--- config.mk ---
export PLATFORM = sky130hd
export DESIGN_NAME = sram_like_axi_bridge
export DESIGN_NICKNAME = d
export VERILOG_FILES = /design/src/rtl/sram_like_axi_bridge_pkg.sv /design/src/rtl/sram_like_axi_bridge_axi_wstrb_gen.sv /design/src/rtl/sram_like_axi_bridge.sv
export SDC_FILE = /design/constraint.sdc
export NUM_CORES = 1
export LEC_CHECK = 0
export CORE_AREA = 2 2 160 162
export CTS_BUF_LIST = sky130_fd_sc_hd__clkbuf_2
export DETAILED_ROUTE_END_ITERATION = 8
export DIE_AREA = 0 0 162 164
export SYNTH_ARGS = -nofsm -noshare
export SYNTH_HDL_FRONTEND = slang
export SYNTH_SLANG_ARGS = --single-unit
--- constraint.sdc ---
create_clock -name aclk -period 6.6 [get_ports aclk]
set_input_delay 0.99 -clock aclk [delete_from_list [all_inputs] [get_ports aclk]]
set_output_delay 0.99 -clock aclk [all_outputs]
set_load 0.01 [all_outputs]
--- src/rtl/sram_like_axi_bridge_pkg.sv ---
// -----------------------------------------------------------------------------
// sram_like_axi_bridge_pkg
// Shared definitions for the SRAM-like to AXI3 bridge:
//   - read / write FSM state types
//   - fixed AXI encodings (single-beat INCR bursts)
//   - default transaction IDs for the inst and data ports
//   - size/offset to write-strobe helper
// -----------------------------------------------------------------------------
package sram_like_axi_bridge_pkg;

   typedef enum logic [1:0] {
      R_IDLE = 2'd0,
      R_AR   = 2'd1,
      R_R    = 2'd2
   } rd_state_t;

   typedef enum logic [1:0] {
      W_IDLE = 2'd0,
      W_AWW  = 2'd1,
      W_B    = 2'd2
   } wr_state_t;

   localparam logic [1:0] BURST_INCR  = 2'b01;
   localparam logic [7:0] LEN_SINGLE  = 8'd0;

   localparam logic [3:0] ID_INST_DEF = 4'd0;
   localparam logic [3:0] ID_DATA_DEF = 4'd1;

   localparam logic [1:0] SIZE_BYTE   = 2'd0;
   localparam logic [1:0] SIZE_HALF   = 2'd1;

   // Byte lanes touched by a transfer of the given size at the given offset.
   // Any size other than byte/half is treated as a full word.
   function automatic logic [3:0] size_to_wstrb(input logic [1:0] size,
                                                input logic [1:0] offset);
      logic [3:0] strb;
      case (size)
         SIZE_BYTE: strb = 4'b0001 << offset;
         SIZE_HALF: strb = offset[1] ? 4'b1100 : 4'b0011;
         default:   strb = 4'b1111;
      endcase
      return strb;
   endfunction

endpackage

--- src/rtl/sram_like_axi_bridge_axi_wstrb_gen.sv ---
// -----------------------------------------------------------------------------
// axi_wstrb_gen
// Combinational write-strobe generator.
// Ports:
//   size   in  2  0=byte 1=half 2=word
//   offset in  2  byte address bits [1:0]
//   wstrb  out 4  AXI byte-lane strobes
// -----------------------------------------------------------------------------
module axi_wstrb_gen
   import sram_like_axi_bridge_pkg::*;
(
   input  logic [1:0] size,
   input  logic [1:0] offset,
   output logic [3:0] wstrb
);

   always_comb begin
      wstrb = size_to_wstrb(size, offset);
   end

endmodule

--- src/rtl/sram_like_axi_bridge.sv ---
// -----------------------------------------------------------------------------
// sram_like_axi_bridge
// Bridges the inst and data SRAM-like ports of the cache layer onto a single
// AXI3 master. One outstanding read (inst or data) and one outstanding data
// write, single-beat transfers only.
// Ports:
//   aclk, aresetn                clock, asynchronous active-low reset
//   inst_*                       SRAM-like instruction port (reads only)
//   data_*                       SRAM-like data port (reads and writes)
//   ar*/r*                       AXI read address / read data channels
//   aw*/w*/b*                    AXI write address / data / response channels
// -----------------------------------------------------------------------------
module sram_like_axi_bridge
   import sram_like_axi_bridge_pkg::*;
#(
   parameter logic [3:0] ID_INST = ID_INST_DEF,
   parameter logic [3:0] ID_DATA = ID_DATA_DEF
) (
   input  logic        aclk,
   input  logic        aresetn,
   // instruction port
   input  logic        inst_req,
   input  logic        inst_wr,
   input  logic [1:0]  inst_size,
   input  logic [31:0] inst_addr,
   input  logic [31:0] inst_wdata,
   output logic [31:0] inst_rdata,
   output logic        inst_addr_ok,
   output logic        inst_data_ok,
   // data port
   input  logic        data_req,
   input  logic        data_wr,
   input  logic [1:0]  data_size,
   input  logic [31:0] data_addr,
   input  logic [31:0] data_wdata,
   output logic [31:0] data_rdata,
   output logic        data_addr_ok,
   output logic        data_data_ok,
   // AXI read address
   output logic [3:0]  arid,
   output logic [31:0] araddr,
   output logic [7:0]  arlen,
   output logic [2:0]  arsize,
   output logic [1:0]  arburst,
   output logic [1:0]  arlock,
   output logic [3:0]  arcache,
   output logic [2:0]  arprot,
   output logic        arvalid,
   input  logic        arready,
   // AXI read data
   input  logic [3:0]  rid,
   input  logic [31:0] rdata,
   input  logic [1:0]  rresp,
   input  logic        rlast,
   input  logic        rvalid,
   output logic        rready,
   // AXI write address
   output logic [3:0]  awid,
   output logic [31:0] awaddr,
   output logic [7:0]  awlen,
   output logic [2:0]  awsize,
   output logic [1:0]  awburst,
   output logic [1:0]  awlock,
   output logic [3:0]  awcache,
   output logic [2:0]  awprot,
   output logic        awvalid,
   input  logic        awready,
   // AXI write data
   output logic [3:0]  wid,
   output logic [31:0] wdata,
   output logic [3:0]  wstrb,
   output logic        wlast,
   output logic        wvalid,
   input  logic        wready,
   // AXI write response
   input  logic [3:0]  bid,
   input  logic [1:0]  bresp,
   input  logic        bvalid,
   output logic        bready
);

   rd_state_t   r_state, r_next;
   wr_state_t   w_state, w_next;

   logic [31:0] rd_addr;
   logic [1:0]  rd_size;
   logic [3:0]  rd_id;
   logic        rd_is_data;

   logic [31:0] wr_addr;
   logic [1:0]  wr_size;
   logic [31:0] wr_data;
   logic [3:0]  wr_strb;
   logic        aw_done, w_done;
   logic        aw_fire, w_fire;

   logic        data_rd_req, data_wr_req;
   logic        wr_busy, data_raw, inst_raw;
   logic        rd_data_sel, rd_data_ret;
   logic        wr_sel, b_done;
   logic [3:0]  strb_in;

   // Response codes, IDs and the unused inst write path carry no information
   // this bridge acts on.
   logic        unused_inputs;
   assign unused_inputs = ^{inst_wr, inst_wdata, rresp, rlast, bid, bresp};

   assign data_rd_req = data_req & ~data_wr;
   assign data_wr_req = data_req &  data_wr;

   // Read-after-write guard on word address. The inst side also checks a
   // write being accepted in this very cycle, since that write will still be
   // in flight when the read goes out.
   assign wr_busy  = (w_state != W_IDLE);
   assign data_raw = wr_busy && (data_addr[31:2] == wr_addr[31:2]);
   assign inst_raw = (wr_busy && (inst_addr[31:2] == wr_addr[31:2])) ||
                     (wr_sel  && (inst_addr[31:2] == data_addr[31:2]));

   axi_wstrb_gen u_wstrb (
      .size   (data_size),
      .offset (data_addr[1:0]),
      .wstrb  (strb_in)
   );

   // ---------------------------------------------------------------- read FSM
   always_ff @(posedge aclk or negedge aresetn) begin
      if (!aresetn) r_state <= R_IDLE;
      else          r_state <= r_next;
   end

   always_comb begin
      r_next       = r_state;
      rd_data_sel  = 1'b0;
      inst_addr_ok = 1'b0;
      arvalid      = 1'b0;
      rready       = 1'b0;
      inst_data_ok = 1'b0;
      rd_data_ret  = 1'b0;
      case (r_state)
         R_IDLE: begin
            // A data read blocked by the RAW guard lets the inst port through.
            if (data_rd_req && !data_raw) begin
               rd_data_sel = 1'b1;
               r_next      = R_AR;
            end else if (inst_req && !inst_raw) begin
               inst_addr_ok = 1'b1;
               r_next       = R_AR;
            end
         end
         R_AR: begin
            arvalid = 1'b1;
            if (arready) r_next = R_R;
         end
         R_R: begin
            rready = 1'b1;
            if (rvalid && (rid == rd_id)) begin
               r_next = R_IDLE;
               if (rd_is_data) rd_data_ret  = 1'b1;
               else            inst_data_ok = 1'b1;
            end
         end
         default: r_next = R_IDLE;
      endcase
   end

   always_ff @(posedge aclk or negedge aresetn) begin
      if (!aresetn) begin
         rd_addr    <= '0;
         rd_size    <= '0;
         rd_id      <= '0;
         rd_is_data <= 1'b0;
      end else if (rd_data_sel) begin
         rd_addr    <= data_addr;
         rd_size    <= data_size;
         rd_id      <= ID_DATA;
         rd_is_data <= 1'b1;
      end else if (inst_addr_ok) begin
         rd_addr    <= inst_addr;
         rd_size    <= inst_size;
         rd_id      <= ID_INST;
         rd_is_data <= 1'b0;
      end
   end

   // --------------------------------------------------------------- write FSM
   always_ff @(posedge aclk or negedge aresetn) begin
      if (!aresetn) w_state <= W_IDLE;
      else          w_state <= w_next;
   end

   always_comb begin
      w_next  = w_state;
      wr_sel  = 1'b0;
      awvalid = 1'b0;
      wvalid  = 1'b0;
      aw_fire = 1'b0;
      w_fire  = 1'b0;
      bready  = 1'b0;
      b_done  = 1'b0;
      case (w_state)
         W_IDLE: begin
            if (data_wr_req) begin
               wr_sel = 1'b1;
               w_next = W_AWW;
            end
         end
         W_AWW: begin
            awvalid = !aw_done;
            wvalid  = !w_done;
            aw_fire = !aw_done && awready;
            w_fire  = !w_done  && wready;
            if ((aw_done || aw_fire) && (w_done || w_fire)) w_next = W_B;
         end
         W_B: begin
            // Hold B off while a data read returns so the data port never
            // sees two data_ok sources in one cycle.
            bready = !rd_data_ret;
            if (bvalid && !rd_data_ret) begin
               b_done = 1'b1;
               w_next = W_IDLE;
            end
         end
         default: w_next = W_IDLE;
      endcase
   end

   always_ff @(posedge aclk or negedge aresetn) begin
      if (!aresetn) begin
         aw_done <= 1'b0;
         w_done  <= 1'b0;
      end else if (w_state == W_AWW && w_next == W_B) begin
         aw_done <= 1'b0;
         w_done  <= 1'b0;
      end else begin
         if (aw_fire) aw_done <= 1'b1;
         if (w_fire)  w_done  <= 1'b1;
      end
   end

   always_ff @(posedge aclk or negedge aresetn) begin
      if (!aresetn) begin
         wr_addr <= '0;
         wr_size <= '0;
         wr_data <= '0;
         wr_strb <= '0;
      end else if (wr_sel) begin
         wr_addr <= data_addr;
         wr_size <= data_size;
         wr_data <= data_wdata;
         wr_strb <= strb_in;
      end
   end

   // ----------------------------------------------------------------- outputs
   assign data_addr_ok = rd_data_sel | wr_sel;
   assign data_data_ok = rd_data_ret | b_done;
   assign inst_rdata   = rdata;
   assign data_rdata   = rdata;

   assign arid    = rd_id;
   assign araddr  = rd_addr;
   assign arlen   = LEN_SINGLE;
   assign arsize  = {1'b0, rd_size};
   assign arburst = BURST_INCR;
   assign arlock  = '0;
   assign arcache = '0;
   assign arprot  = '0;

   assign awid    = ID_DATA;
   assign awaddr  = wr_addr;
   assign awlen   = LEN_SINGLE;
   assign awsize  = {1'b0, wr_size};
   assign awburst = BURST_INCR;
   assign awlock  = '0;
   assign awcache = '0;
   assign awprot  = '0;

   assign wid     = ID_DATA;
   assign wdata   = wr_data;
   assign wstrb   = wr_strb;
   assign wlast   = 1'b1;

endmodule
# After elaboration in Yosys (flattened, before gate mapping)
# Index checks and enable logic that the tools add are counted.
[totals]
register_bits = 115
in_bits = 188
out_inout_bits = 230
word_cells = 103
[classes]
n_eq_ne = 13
shifts = 1
mux = 45
bitwise_logic = 5
reduce_logical = 27
[op_table]
columns = ["cell", "count"]
rows = [
  ["== test 30 bit", 3],
  ["2-to-1 mux 32 bit", 2],
  ["2-to-1 mux 1 bit", 28],
  ["2-to-1 mux 2 bit", 9],
  ["2-to-1 mux 4 bit", 3],
  ["one-hot mux 2 bit (3 select lines)", 2],
  ["logical AND 1 bit", 11],
  ["one-hot mux 4 bit (2 select lines)", 1],
  ["nonzero test 2 bit", 4],
  ["== test 2 x 1 -> 1 bit, second input constant", 3],
  ["== test 2 bit, second input constant", 3],
  ["logical NOT 2 bit", 3],
  ["logical NOT 1 bit", 5],
  ["== test 4 bit", 1],
  ["inequality test 2 bit, second input constant", 2],
  ["left shift 1 x 2 -> 4 bit, first input constant", 1],
  ["logical OR 1 bit", 3],
  ["inequality test 3 bit, second input constant", 1],
  ["AND reduction 3 bit", 1],
  ["AND 1 bit", 2],
  ["OR 1 bit", 2],
  ["inverter 1 bit", 1],
]

# Logic depth before layout (Yosys ltp)
# Gate-level depths: netlist (run 1).
[logic_depth]
depth_word = 12
ltp_mapped = 9
depth_no_buf = 6

# Hierarchy
# Synthesis (run 1) repeated with hierarchy kept, for this count alone.
[unflattened]
hier_cells = 746
hier_area_um2 = 6583.8
[by_module_without_submodules]
columns = ["module", "instances", "cells_each", "area_per_inst_um2", "seq_area_each_um2"]
rows = [
  ["sram_like_axi_bridge", 1, 739, 6540.0, 2777.7],
  ["axi_wstrb_gen", 1, 7, 43.8, 0.0],
]

# Least setup slack after synthesis (run 1)
# Ideal clock, no wire load.
[synth_timing]
kind = "input to output"
startpoint = "input data_addr[15]"
endpoint = "output data_addr_ok"
t_arrival_ns = 2.408
required_time_ns = 5.610
path_slack_ns = 3.202
path_stages = 7
n_path_buf = 2
path_cell_list = "xor2_1 or4_1 nor4_2 a21bo_1 buf_2 buf_2 nand2_1"
[synth_between]
elab_chain_cells = 7
[synth_rtl]
columns = ["element", "line_no", "rtl"]
rows = [
  ["from (decl)", "sram_like_axi_bridge.sv:34", "input logic [31:0] data_addr,"],
  ["== test 30 bit", "sram_like_axi_bridge.sv:115", "assign data_raw = wr_busy && (data_addr[31:2] == wr_addr[31:2]);"],
  ["logical AND 1 bit", "sram_like_axi_bridge.sv:115", ""],
  ["logical NOT 1 bit", "sram_like_axi_bridge.sv:142", "if (data_rd_req && !data_raw) begin"],
  ["logical AND 1 bit", "sram_like_axi_bridge.sv:142", ""],
  ["2-to-1 mux 1 bit", "sram_like_axi_bridge.sv:142", ""],
  ["2-to-1 mux 1 bit", "sram_like_axi_bridge.sv:139", "case (r_state)"],
  ["OR 1 bit", "sram_like_axi_bridge.sv:255", "assign data_addr_ok = rd_data_sel | wr_sel;"],
  ["to (decl)", "sram_like_axi_bridge.sv:37", "output logic data_addr_ok,"],
]
# No other way between the ends.

# Worst setup path in the final report (run 1)
[layout_timing]
startpoint = "input data_addr[5]"
endpoint = "output inst_addr_ok"
[layout_between]
elab_chain_cells = 8
elab_cells_between_ends = 12
classes_between = "eq/ne (2); mux (3); reduce/logical (7)"
[layout_rtl]
columns = ["element", "line_no", "rtl"]
rows = [
  ["== test 30 bit", "sram_like_axi_bridge.sv:117", "(wr_sel && (inst_addr[31:2] == data_addr[31:2]));"],
  ["logical AND 1 bit", "sram_like_axi_bridge.sv:117", ""],
  ["logical OR 1 bit", "sram_like_axi_bridge.sv:116", "assign inst_raw = (wr_busy && (inst_addr[31:2] == wr_addr[31:2])) ||"],
  ["logical NOT 1 bit", "sram_like_axi_bridge.sv:145", "end else if (inst_req && !inst_raw) begin"],
  ["logical AND 1 bit", "sram_like_axi_bridge.sv:145", ""],
  ["2-to-1 mux 1 bit", "sram_like_axi_bridge.sv:145", ""],
  ["2-to-1 mux 1 bit (*)", "sram_like_axi_bridge.sv:142", ""],
  ["2-to-1 mux 1 bit (*)", "sram_like_axi_bridge.sv:139", ""],
  ["to (decl)", "sram_like_axi_bridge.sv:28", "output logic inst_addr_ok,"],
]
# Every way passes the cells marked *; elsewhere a longest branch is shown, timed or not.

==> results of run 1 <==
-- through the flow --
stage / std cells / utilization / hold slack, ns
after detailed placement: 1236 / 0.3420 / 0.4629
final: 1258 / 0.3475 / 0.3247
after CTS: 1252 / 0.3469 / 0.2931
after global placement: 1236 / 0.3420 / 0.4581
after floorplan: 823 / - / 0.4855
after global routing: 1253 / 0.3470 / 0.2981
-- cell families (layout without fill, tap and decap cells) --
logic type / Yosys count / after routing
AO/OA/AOI/OAI: 120 / 120
XOR/XNOR: 91 / 91
buffers and inverters: 159 / 258
flip-flops: 111 / 111
other: 2 / 58
AND/OR/NAND/NOR: 290 / 290
-- synthesized netlist by cell type, types with 5 or more instances --
library cell and number:
nor2_1 42, dfrtp_1 111, clkbuf_1 25, nand2_1 202, xnor2_1 30, buf_2 5
nor4_1 12, o21ai_0 37, inv_1 6, a21oi_1 35, nand4_1 10, a31oi_1 32
xor2_1 61, buf_4 117, o21ai_1 5
-- power by group --
| part | internal (mW) | switching, mW |
|---|---|---|
| combinational | 0.936 | 0.893 |
| sequential | 1.01 | 0.273 |
| clock | 0.0926 | 0.267 |
| total | 2.03 | 1.43 |
-- routing by layer --
metal	vias to the layer above	global-route usage
li1	2651	-
met5	-	0
met1	2598	0.2059
met4	0	0.06677
met3	35	0.05682
met2	242	0.2998
-- worst register-to-register path: stages, from the launching register on --
cell and delay [ns]:
dfrtp_1 0.51, nor2_1 0.38, and3_2 0.33, nand4_1 0.19, or4_1 0.73, buf_4 0.35
a21oi_4 0.27, a221o_1 0.18
-- worst paths after layout --
path,to,startpoint,cells past startpoint
setup / recovery,inst_addr_ok,data_addr[5],7
hold / removal,wdata[8],aresetn,1
setup reg to reg,araddr[1],w_state[0],7
hold reg to reg,wdata[0],wdata[0],2
max in group asynchronous,awaddr[3],aresetn,2
min in group aclk,wdata[0],wdata[0],2
-- state kept, by name (all words and copies together) (netlist names) --
signal,cells
araddr,32
arid,1
aw_done,1
awaddr,32
r_state,2
rd_size,2
w_done,1
w_state,2
wdata,32
wr_size,2
wstrb,4
-- cell usage in the layout, fill, tap and decap left out, types with 2 or more instances in the layout --
master           count
clkdlybuf4s50_1    226
nand2_1            202
dfrtp_1            111
xor2_1              61
conb_1              52
nor2_1              42
o21ai_0             37
a21oi_1             35
a31oi_1             32
xnor2_1             30
nor4_1              12
nand4_1             10
buf_4               10
clkbuf_2             9
diode_2              6
inv_1                6
nor3_1               4
o21ai_1              4
a221o_1              4
nor2b_1              3
nor4_2               3
inv_6                3
o22ai_1              2
nand2b_1             2
or4_1                2
nor3b_1              2
-- layout make-up --
type                    instances  area (um2)
multi-input cells             553        2937
inverters                       6       22.52
fillers                      2569       16190
well taps                     330       412.9
diodes                          6       15.01
repair buffers                236        2337
clock buffers                   9       45.04
clock inverters                 7       77.57
flip-flops and latches        111        2778
==> flow_metrics.env, run 1 <==
export IMPL_outcome="complete, no violations"
export IMPL_synth_cells=773
export IMPL_grt_pass1_vias=5604
export IMPL_yosysTopAreaCell="dfrtp_1"
export IMPL_cpMaxStageDelayCell="nor4_1"
export IMPL_peakVddDrop_mv=0.1720
export IMPL_hold_class="primary input to asynchronous set/reset pin"
export IMPL_fin_crit_sh=0.7823
export IMPL_yosysWarnings=0
export IMPL_areaGrowthSynthToFinish_pct=31.30
export IMPL_seq_area_frac_synth=0.4229
export IMPL_post_route_min_period_ns=5.163
export IMPL_p_total_mw=3.467
export IMPL_fin_ws_ns=1.437
export IMPL_cts_root_buffer="clkbuf_2"
export IMPL_place_port_buffers=227
export IMPL_die_area_um2=26570
export IMPL_yosys_area_share_simple=0.1878
export IMPL_vias=5526
export IMPL_synth_seq_cells=111
export IMPL_postCtsSetupRepairBufs=0
export IMPL_ant_nets=0
export IMPL_synthArstFlopShare=1.000
export IMPL_rsz0062_at_grt="no"
export IMPL_synth_cell_types=37
export IMPL_hpwl_um=17450
export IMPL_crit_chain="clkdlybuf4s50_1 -> xnor2_1 -> nand4_1 -> nor4_1 -> a21oi_1 -> nor3_2 -> clkdlybuf4s50_1"
export IMPL_path_clk_slew_ns=0.32
export IMPL_synth_edf_count=0
export IMPL_fmax_mhz=193.7
export IMPL_synth_xor_area_frac=0.1213
export IMPL_startpoint_type="primary input"
export IMPL_tritoncts="built"
export IMPL_drive_above_1_share=0.03905
export IMPL_grt_max_degree=75
export IMPL_grt_first_pass_wirelength_um=34610
export IMPL_synth_main_ff_cell="dfrtp_1"
export IMPL_routed_wl_um=23410
export IMPL_drc=0
export IMPL_fp_coreArea_um2=24820
export IMPL_hold_viol=0
export IMPL_fp_row_count=58
export IMPL_initial_core_util=0.2647
export IMPL_post_dp_cell_area_um2=8487
export IMPL_worst_path_max_fanout=6
export IMPL_post_place_ws_ns=1.410
export IMPL_finClkSkew_ns=0.03521
export IMPL_postSynthAreaPerCell_um2=8.498
export IMPL_crit_family="simple AND/OR/NAND/NOR gates"
export IMPL_die_x_um=162
export IMPL_clk_insertion_delay_late_ns=0.66
export IMPL_cp_end_kind="output pin"
export IMPL_grt_overflow_total=0
export IMPL_synthAdderAreaFrac=0
export IMPL_slowest_delay_ns=0.73
export IMPL_cts_buffers=9
export IMPL_tns_ns=0
export IMPL_worst_r2r_setup_slack_ns=3.61
export IMPL_wl_met1_um=9446
export IMPL_place_congestion=0.7959
export IMPL_fin_area_um2=8625
export IMPL_drv_cap=0
export IMPL_drt_iter0_drc=379
export IMPL_cts_resized_gates=0
export IMPL_cp_common_cell="clkdlybuf4s50_1"
export IMPL_pwr_density_cell_nw_per_um2=402.0
export IMPL_wl_met2_um=11390
export IMPL_synthTopCellsByArea="dfrtp_1 42%, buf_4 13%, nand2_1 12%"
export IMPL_wl_met3_um=1964
export IMPL_die_h_um=164
export IMPL_setup_viol=0
export IMPL_syn_area_um2=6569
export IMPL_wl_per_cell_um=18.61
export IMPL_finalNetCount=1105
export IMPL_ctsHoldBuffers=0
export IMPL_worstPathRequired_ns=5.61
export IMPL_slew_viol_final=0
export IMPL_clock_sinks=111
export IMPL_synthMuxAreaShare=0
export IMPL_highest_layer="met4"
export IMPL_path_buf_inv=2
export IMPL_relSlewSlack=0.4288
export IMPL_antenna_found_initial=2
export IMPL_firstDrtPassIters=4
export IMPL_track_usage=0.1757
export IMPL_vias_per_cell=4.393
export IMPL_clk_path_buf_depth=2
export IMPL_path_class="primary input to output pin"
export IMPL_synth_top_family_by_area="simple AND/OR/NAND/NOR gates"
export IMPL_worst_slew_pin_slew_ns=0.8568
export IMPL_leakagePower_nw=3.769
export IMPL_ios=418
export IMPL_synth_top_area_frac=0.4229
export IMPL_cp_arrival_ns=4.17
export IMPL_synth_compound_area_frac=0.1048
export IMPL_htree_num_levels=3
Power figures use the tool's default switching activity.
==> run 2, diff against run 1 <==
clock period = 4.6 ns   (was 6.6 ns; I/O delays follow)
==> run 2 against run 1 <==
Count of clock-buffer cells in the layout grew 1. Clock skew increased by 0.012 ns. Core utilization rose by 0.091 points. Power rose by 42%. Clock power grew 25%. Sequential share of layout area fell by 0.084 points. Critical endpoint unchanged. Design area increased by 0.26%. Highest routed layer is now met5. Setup slack lost 0.88 ns. Via count is 1.3% higher. Final cell count increased by 0.24%. Flip-flop and latch count unchanged. Combinational power is 43% higher.
==> flow_metrics.env, run 2 (same netlist as run 1, synthesis figures left out) <==
export IMPL_cpMaxStageDelayCell="nor4_4"
export IMPL_startpoint_type="flop"
export IMPL_grt_overflow_total=0
export IMPL_hold_viol=0
export IMPL_worstPathRequired_ns=3.91
export IMPL_clk_insertion_delay_late_ns=0.66
export IMPL_tns_ns=0
export IMPL_vias=5596
export IMPL_hold_class="primary input to flop"
export IMPL_post_route_min_period_ns=4.041
export IMPL_relSlewSlack=0.3868
export IMPL_final_cell_mix="226 x clkdlybuf4s50_1, 202 x nand2_1, 111 x dfrtp_1"
export IMPL_antenna_found_initial=3
export IMPL_track_usage=0.1747
export IMPL_worst_path_max_fanout=9
export IMPL_areaGrowthSynthToFinish_pct=31.64
export IMPL_crit_chain="nor2_1 -> and3_2 -> nand4_1 -> nor4_4 -> nor3_2 -> clkdlybuf4s50_1"
export IMPL_grt_first_pass_wirelength_um=34540
export IMPL_fin_hold_ws_ns=0.5017
export IMPL_rsz0062_at_grt="no"
export IMPL_drive_above_1_share=0.04521
export IMPL_drc=0
export IMPL_setup_viol=0
export IMPL_slew_viol_final=0
export IMPL_fin_area_um2=8647
export IMPL_cts_buffers=9
export IMPL_path_class="flop to output pin"
export IMPL_hpwl_um=17640
export IMPL_ios=418
export IMPL_htree_num_levels=3
export IMPL_routed_wl_um=23100
export IMPL_worst_slew_pin_slew_ns=0.9145
export IMPL_slowest_delay_ns=0.57
export IMPL_final_common_cell="clkdlybuf4s50_1"
export IMPL_fp_coreArea_um2=24820
export IMPL_fp_row_count=58
export IMPL_die_x_um=162
export IMPL_path_clk_slew_ns=0.33
export IMPL_utilization=0.3484
export IMPL_clk_path_buf_depth=2
export IMPL_cts_root_buffer="clkbuf_2"
export IMPL_finClkSkew_ns=0.04771
export IMPL_leakagePower_nw=3.796
export IMPL_pwr_density_cell_nw_per_um2=568.5
export IMPL_worst_r2r_setup_slack_ns=1.51
export IMPL_place_port_buffers=227
export IMPL_vias_per_cell=4.438
export IMPL_cts_resized_gates=0
export IMPL_initial_core_util=0.2647
export IMPL_outcome="complete, no violations"
export IMPL_seqCellArea_um2=2778
export IMPL_grt_max_degree=75
export IMPL_clock_sinks=111
export IMPL_post_dp_cell_area_um2=8539
export IMPL_fin_crit_sh=0.8784
export IMPL_die_h_um=164
export IMPL_place_congestion=0.7698
export IMPL_finalNetCount=1113
export IMPL_tritoncts="built"
export IMPL_grt_pass1_vias=5675
export IMPL_ant_nets=0
export IMPL_fmax_mhz=247.5
export IMPL_drt_iter0_drc=290
export IMPL_die_area_um2=26570
export IMPL_multiInputGateArea_um2=2937
export IMPL_fillCellCount=2561
export IMPL_p_total_mw=4.916
export IMPL_cp_end_kind="output pin"
export IMPL_wl_per_cell_um=18.32
export IMPL_peakVddDrop_mv=0.2773
export IMPL_cp_arrival_ns=3.35
export IMPL_drv_cap=0
export IMPL_firstDrtPassIters=5
-- run 2: cell types whose count changed in the layout (fill, tap and decap cells not counted), sizes merged --
cell         previous run  this run
buf                    10        17
diode                   6         2
bufinv                  1         0
clkbuf                  9        10
clkinv                  2         1
dlygate4sd3             0         1
-- run 2: final cells by class --
cell class,instances,share of cell area
repair buffers,244,0.2775
clock buffers,10,0.005788
well taps,330,0.04775
multi-input cells,553,0.3396
flip-flops and latches,111,0.3212
inverters,6,0.002605
diodes,2,0.0005788
clock inverters,5,0.004920
-- run 2: metal layers --
metal  routed length (um)  global-route usage  part of all wire  vias up
met4                  633             0.06436             0.027        2
li1                     -                   -                 -     2662
met3                 2098             0.06136             0.091       40
met2                11280              0.2988              0.49      253
met1                 9075              0.2021              0.39     2639
met5                   13                   0           0.00056        -
-- run 2: path summary, 6_finish.rpt --
path                                start            to  cells past startpoint
max in group asynchronous         aresetn     wdata[30]                      3
hold reg to reg                  wdata[6]      wdata[6]                      2
hold / removal             data_wdata[12]     wdata[12]                      3
setup reg to reg               w_state[0]    araddr[10]                      7
min in group asynchronous         aresetn     wdata[12]                      2
setup / recovery               w_state[0]  inst_addr_ok                      6
-- run 2: report_power, final --
group	internal, mW	switching, mW
clock network	0.0786	0.371
logic	1.35	1.27
registers	1.44	0.404
-- run 2: what timing repair did --
action                    in CTS  in global routing
hold endpoints to repair       3                  0
setup buffers                  0                  0
hold buffers                   1                  0
-- run 2: per-stage QoR --
step | worst slack [ns] | instances
after floorplan | 1.802 | 823
final | 0.5594 | 1261
after detailed placement | 0.5473 | 1243
after CTS | 0.4540 | 1259
after global placement | 0.5721 | 1243
after global routing | 0.3460 | 1260
-- run 2: critical path, delay by kind of cell (launching register included) --
| family | cells | cell delay [ns] |
|---|---|---|
| AND/OR/NAND/NOR | 5 | 1.68 |
| buffers and inverters | 1 | 0.53 |
| flip-flops | 1 | 0.50 |
